### config.mk
export PLATFORM = sky130hd
export DESIGN_NAME = seg_scan_ctrl_flat
export DESIGN_NICKNAME = d
export VERILOG_FILES = /design/src/rtl/seg_scan_ctrl_if.sv /design/src/rtl/seg_scan_ctrl.sv /design/src/flat_wrapper.sv
export SDC_FILE = /design/constraint.sdc
export NUM_CORES = 1
export LEC_CHECK = 0
export BUFFER_PORTS_ARGS = -buffer_cell sky130_fd_sc_hd__buf_2
export CORE_UTILIZATION = 55
export DETAILED_ROUTE_END_ITERATION = 16
export PLACE_DENSITY = 0.76
export REMOVE_ABC_BUFFERS = 1
export SLEW_MARGIN = 15
export SYNTH_ARGS = -nofsm -noshare
export SYNTH_HDL_FRONTEND = slang
export SYNTH_SLANG_ARGS = --single-unit
### constraint.sdc
create_clock -name clk -period 6 [get_ports clk]
set_clock_uncertainty 0.1 [all_clocks]
set_input_delay 0.6 -clock clk [delete_from_list [all_inputs] [get_ports clk]]
set_output_delay 0.6 -clock clk [all_outputs]
set_load 0.005 [all_outputs]
### src/rtl/seg_scan_ctrl_if.sv
// Bundle between the segment scan controller and its host/segment decoder.
// The host loads BCD values and controls blanking; the controller returns
// the current digit selection, its decoder key and status flags.
interface seg_scan_ctrl_if;
  logic        load;
  logic [15:0] bcd_in;
  logic        blank_en;
  logic [1:0]  sel;
  logic [3:0]  key;
  logic        blank;
  logic        upd_done;
  logic        bcd_err;

  modport master (
    output load, bcd_in, blank_en,
    input  sel, key, blank, upd_done, bcd_err
  );

  modport slave (
    input  load, bcd_in, blank_en,
    output sel, key, blank, upd_done, bcd_err
  );
endinterface

### src/rtl/seg_scan_ctrl.sv
// Four-digit multiplexed seven-segment scan controller.
// A prescaler steps the digit index; loaded values are shadowed and only
// promoted to the displayed register on a frame boundary (tick at sel==3),
// so a scanned frame never mixes old and new digits.
module seg_scan_ctrl #(
  parameter int unsigned CLK_FREQ = 50000000,
  parameter int unsigned SCAN_HZ  = 1000
) (
  input logic          clk,
  input logic          rst_n,
  seg_scan_ctrl_if.slave bus
);

  localparam int unsigned DIV = CLK_FREQ / SCAN_HZ;
  localparam int unsigned CW  = (DIV > 1) ? $clog2(DIV) : 1;
  localparam logic [CW-1:0] CNT_MAX = CW'(DIV - 1);

  logic [CW-1:0] cnt_q, cnt_d;
  logic [1:0]    sel_q, sel_d;
  logic [15:0]   active_q, active_d;
  logic [15:0]   shadow_q, shadow_d;
  logic          pending_q, pending_d;
  logic          upd_done_q, upd_done_d;

  logic          tick;
  logic          frame;
  logic [3:0]    nib [4];
  logic [3:0]    nib_sel;

  assign tick  = (cnt_q == CNT_MAX);
  assign frame = tick && (sel_q == 2'd3);

  // Prescaler and digit index advance.
  always_comb begin
    cnt_d = tick ? '0 : cnt_q + 1'b1;
    sel_d = tick ? sel_q + 2'd1 : sel_q;
  end

  // Shadow/pending bookkeeping; a load coinciding with a frame boundary
  // bypasses the shadow and becomes active at that same boundary.
  always_comb begin
    active_d   = active_q;
    shadow_d   = shadow_q;
    pending_d  = pending_q;
    upd_done_d = 1'b0;
    if (frame) begin
      if (bus.load) begin
        active_d   = bus.bcd_in;
        shadow_d   = bus.bcd_in;
        pending_d  = 1'b0;
        upd_done_d = 1'b1;
      end else if (pending_q) begin
        active_d   = shadow_q;
        pending_d  = 1'b0;
        upd_done_d = 1'b1;
      end
    end else if (bus.load) begin
      shadow_d  = bus.bcd_in;
      pending_d = 1'b1;
    end
  end

  // State registers.
  always_ff @(posedge clk or negedge rst_n) begin
    if (!rst_n) begin
      cnt_q      <= '0;
      sel_q      <= '0;
      active_q   <= '0;
      shadow_q   <= '0;
      pending_q  <= 1'b0;
      upd_done_q <= 1'b0;
    end else begin
      cnt_q      <= cnt_d;
      sel_q      <= sel_d;
      active_q   <= active_d;
      shadow_q   <= shadow_d;
      pending_q  <= pending_d;
      upd_done_q <= upd_done_d;
    end
  end

  // Digit decode, error flag and leading-zero blanking from registered state.
  always_comb begin
    nib[0]  = active_q[3:0];
    nib[1]  = active_q[7:4];
    nib[2]  = active_q[11:8];
    nib[3]  = active_q[15:12];
    nib_sel = nib[sel_q];

    bus.key     = (nib_sel > 4'd9) ? 4'd10 : nib_sel;
    bus.bcd_err = (nib[0] > 4'd9) || (nib[1] > 4'd9) ||
                  (nib[2] > 4'd9) || (nib[3] > 4'd9);

    bus.blank = 1'b0;
    if (bus.blank_en) begin
      case (sel_q)
        2'd3:    bus.blank = (nib[3] == 4'd0);
        2'd2:    bus.blank = (nib[3] == 4'd0) && (nib[2] == 4'd0);
        2'd1:    bus.blank = (nib[3] == 4'd0) && (nib[2] == 4'd0) &&
                             (nib[1] == 4'd0);
        default: bus.blank = 1'b0;
      endcase
    end
  end

  assign bus.sel      = sel_q;
  assign bus.upd_done = upd_done_q;

endmodule

### src/flat_wrapper.sv
// flat-port wrapper written by rule: the top's interface ports become plain ports
module seg_scan_ctrl_flat 
#(
  parameter int unsigned CLK_FREQ = 50000000,
  parameter int unsigned SCAN_HZ  = 1000
)
  (clk, rst_n, bus_load, bus_bcd_in, bus_blank_en, bus_sel, bus_key, bus_blank, bus_upd_done, bus_bcd_err);
  seg_scan_ctrl_if bus_i ();
  input logic clk;
  input logic rst_n;
  input wire logic [$bits(bus_i.load)-1:0] bus_load;
  input wire logic [$bits(bus_i.bcd_in)-1:0] bus_bcd_in;
  input wire logic [$bits(bus_i.blank_en)-1:0] bus_blank_en;
  output wire logic [$bits(bus_i.sel)-1:0] bus_sel;
  output wire logic [$bits(bus_i.key)-1:0] bus_key;
  output wire logic [$bits(bus_i.blank)-1:0] bus_blank;
  output wire logic [$bits(bus_i.upd_done)-1:0] bus_upd_done;
  output wire logic [$bits(bus_i.bcd_err)-1:0] bus_bcd_err;
  assign bus_i.load = bus_load;
  assign bus_i.bcd_in = bus_bcd_in;
  assign bus_i.blank_en = bus_blank_en;
  assign bus_sel = bus_i.sel;
  assign bus_key = bus_i.key;
  assign bus_blank = bus_i.blank;
  assign bus_upd_done = bus_i.upd_done;
  assign bus_bcd_err = bus_i.bcd_err;
  seg_scan_ctrl #(.CLK_FREQ(CLK_FREQ), .SCAN_HZ(SCAN_HZ)) u_core (.clk(clk), .rst_n(rst_n), .bus(bus_i));
endmodule
==> results by group <==
Yosys
  • Area leader, netlist: dfrtp_1
  • Area contributors post-synth: dfrtp_1 (55%), mux2_2 (11%), mux2_4 (5.7%)
  • Post-synth EDFFs: 0
  • Register area share after synthesis: approximately 55%
  • Average size of a mapped cell: 13.5 sq um
  • Netlist cell types: 30
  • Register bit count reported by yosys: 52
  • Number of synthesis warnings: 0
  • Post-Syn Instances: between 150 and 200
  • Top-count cell post-synth: dfrtp_1
  • Yosys top cell area share: 54.9%
  • Synth top cells by count: dfrtp_1 (52), mux2_2 (23), nor2_1 (10)
  • Async SR Flop Fraction: 100%
  • Commonest register cell after synthesis: dfrtp_1
  • Netlist Area Pre-Place: roughly 2400 sq um

Floorplanning
  • Starting Density: 58.4%
  • Die W: 67.6 um
  • Io pins: 29
  • Die area: 4580 sq um
  • Row cnt: 23
  • Core Footprint: ~4100 sq um
  • Die Span Y: just under 70 um

Power
  • Total chip power: 0.629 mW
  • Comb power frac: 4.8%
  • Worst VDD drop: 0.144 mV
  • PwrDens: around 240 nW/um^2
  • Clock share of power: a little under two fifths
  • Internal Power: 0.499 mW
  • Switching Share: 20.7%
  • Pleak: 1.25 nW
  • Sequential Power Share: 57.7%
  • P_sw: 0.130 mW

Route
  • Vias/cell: 5.61
  • DR pass1 iterations: 4
  • Wire length per cell: between 15 and 20 um
  • Post-route DRC: 0
  • DR vias: 1431
  • Final WL: between 4 and 5 mm
  • Final antenna-violating net count: 0
  • Starting DRC count in detailed routing: 47

Worst setup path
  • Worst R2R Path Depth: 5
  • CP Class: flip-flop to flip-flop
  • CP max stage cell: and3b_1
  • Crit path DAT: ~3.3 ns
  • Kind of end point of the critical path: flip-flop
  • R2r endpoint: u_core.active_q[5]
  • R2R setup slack: 2.82 ns
  • CP Cell Sequence: ha_1, nand4_1, nor4_4, and3b_1, mux2_2
  • RR Startpoint: u_core.cnt_q[0]
  • CP peak stage delay: between 0.8 and 0.9 ns
  • WP data required: 6.10 ns
  • Max FO, Critical Path: 17
  • Startpoint Class: flip-flop

Clocking
  • CTS Buffer Depth: 2
  • CTS buffer count: 5
  • Clock Latency Late Sink: 0.31 ns
  • Root Driver: clkbuf_8
  • CTS tree: done
  • Post-CTS sizing: 0
  • Clk sink count: 52
  • CTS Hold Bufs: 0
  • H-tree Lvls: 2
  • Post-CTS Setup Bufs: 0
  • Clock-pin slew on the worst setup and hold paths: 0.09 ns

Global routing
  • Initial antenna violation count: 0
  • First-pass GRT wire length: 7.11 mm
  • Aggregate global-route resource usage: 21.5%
  • GRT overflow: 0
  • Vias in the first global route: ~1500
  • Largest net degree at the start of global routing: 53

Timing
  • Final slew viol count: 0
  • Max-Slew Margin vs Limit: 37.6%
  • Crit path time final: 3.18 ns
  • Endpoints failing setup: 0
  • Tightest Pin Transition: 0.937 ns
  • RSZ-0062 raised after global routing: false
  • TNS Setup: 0 ns
  • Final period util: between 50% and 60%
  • Peak Freq: ~310 MHz
  • Final hold vios: 0

Worst hold path
  • Worst Hold Class: primary input to asynchronous set/reset pin

Layout
  • Antenna Cells: 0
  • Layout cells sized above 1: 36.6%
  • Area Growth Syn to Fin: 11.2%
  • Fin nets: 229

Run status
  • Status: finished clean

Place
  • RePlAce Congestion: 0.874
  • Post-DP HPWL: 2.88 mm
  • Port buffer count: 28

Flow run
  • Max_cap viols: 0
worst max-delay path by stage:
stage          slack (ns)       startpoint                 end
2_1_floorplan        3.18  u_core.cnt_q[7]  u_core.active_q[0]
3_3_place_gp         2.90  u_core.cnt_q[7]  u_core.active_q[5]
3_5_place_dp         2.82  u_core.cnt_q[7]  u_core.active_q[1]
4_1_cts              2.81  u_core.cnt_q[7]  u_core.active_q[5]
5_1_grt              2.61  u_core.cnt_q[0]  u_core.active_q[5]
6_report             2.82  u_core.cnt_q[0]  u_core.active_q[5]
power groups by stage:
stage / clock, mW / sequential (mW) / combinational [mW]
global route: 0.252 / 0.365 / 0.0345
CTS: 0.238 / 0.364 / 0.0311
global placement: 0 / 0.370 / 0.0292
floorplan: 0 / 0.369 / 0.0137
finish: 0.236 / 0.363 / 0.0302
detailed placement: 0 / 0.371 / 0.0310
metal layers:
metal | vias up | routed length [um] | GRT usage [%]
li1 | 680 | - | -
met1 | 713 | 1940 | 28.3
met2 | 32 | 1900 | 33.2
met3 | 6 | 165 | 6.08
met5 | - | 0 | 0
met4 | 0 | 61 | 9.04
cell usage in the layout (no fill, tap or decap), types with 6 or more instances in the layout:
cell / n
buf_2: 27
dfrtp_1: 52
xnor2_1: 8
mux2_4: 9
nor2_1: 10
nor4_1: 6
mux2_2: 23
o21ai_0: 7
xor2_1: 6
metrics by stage:
| stage | instance area (sq um) | std cells | utilization [%] | hold WS (ns) | worst slack (ns) |
|---|---|---|---|---|---|
| after floorplan | 2320 | 169 | - | 0.204 | 3.18 |
| after global placement | 2530 | 247 | 62.3 | 0.366 | 2.90 |
| after detailed placement | 2530 | 247 | 62.3 | 0.387 | 2.82 |
| after CTS | 2630 | 255 | 64.9 | 0.405 | 2.81 |
| after global routing | 2640 | 255 | 65.0 | 0.251 | 2.61 |
| final | 2640 | 255 | 65.0 | 0.198 | 2.82 |
flip-flops by register name (all words and copies together) (netlist names):
name	flops
u_core.pending_q	1
u_core.bus.upd_done	1
u_core.shadow_q	16
u_core.active_q	16
u_core.bus.sel	2
u_core.cnt_q	16
layout make-up:
class / count / area, sq um
sequential: 52 / 1300
inverter: 5 / 18.8
fill: 305 / 1420
clock inverter: 2 / 35.0
timing repair buffer: 28 / 143
tap: 50 / 62.6
clock buffer: 6 / 72.6
multi-input combinational: 112 / 1000
cells by family after synthesis:
| kind of cell | count (synthesis) | synth area share (%) |
|---|---|---|
| AO/OA/AOI/OAI | 12 | 2.74 |
| XOR/XNOR | 14 | 5.17 |
| adder cells (fa/ha/maj) | 5 | 2.64 |
| buffers and inverters | 11 | 2.75 |
| flip-flops | 52 | 54.9 |
| multiplexers | 36 | 20.4 |
| AND/OR/NAND/NOR | 45 | 11.4 |
critical path: cells and delay by family (launching register included):
family                     cells  cell delay, ns
adders and majority gates      1            0.22
DFF                            1            0.40
muxes                          1            0.42
and+or+nand+nor                3            1.93
Power figures use the tool's default switching activity.
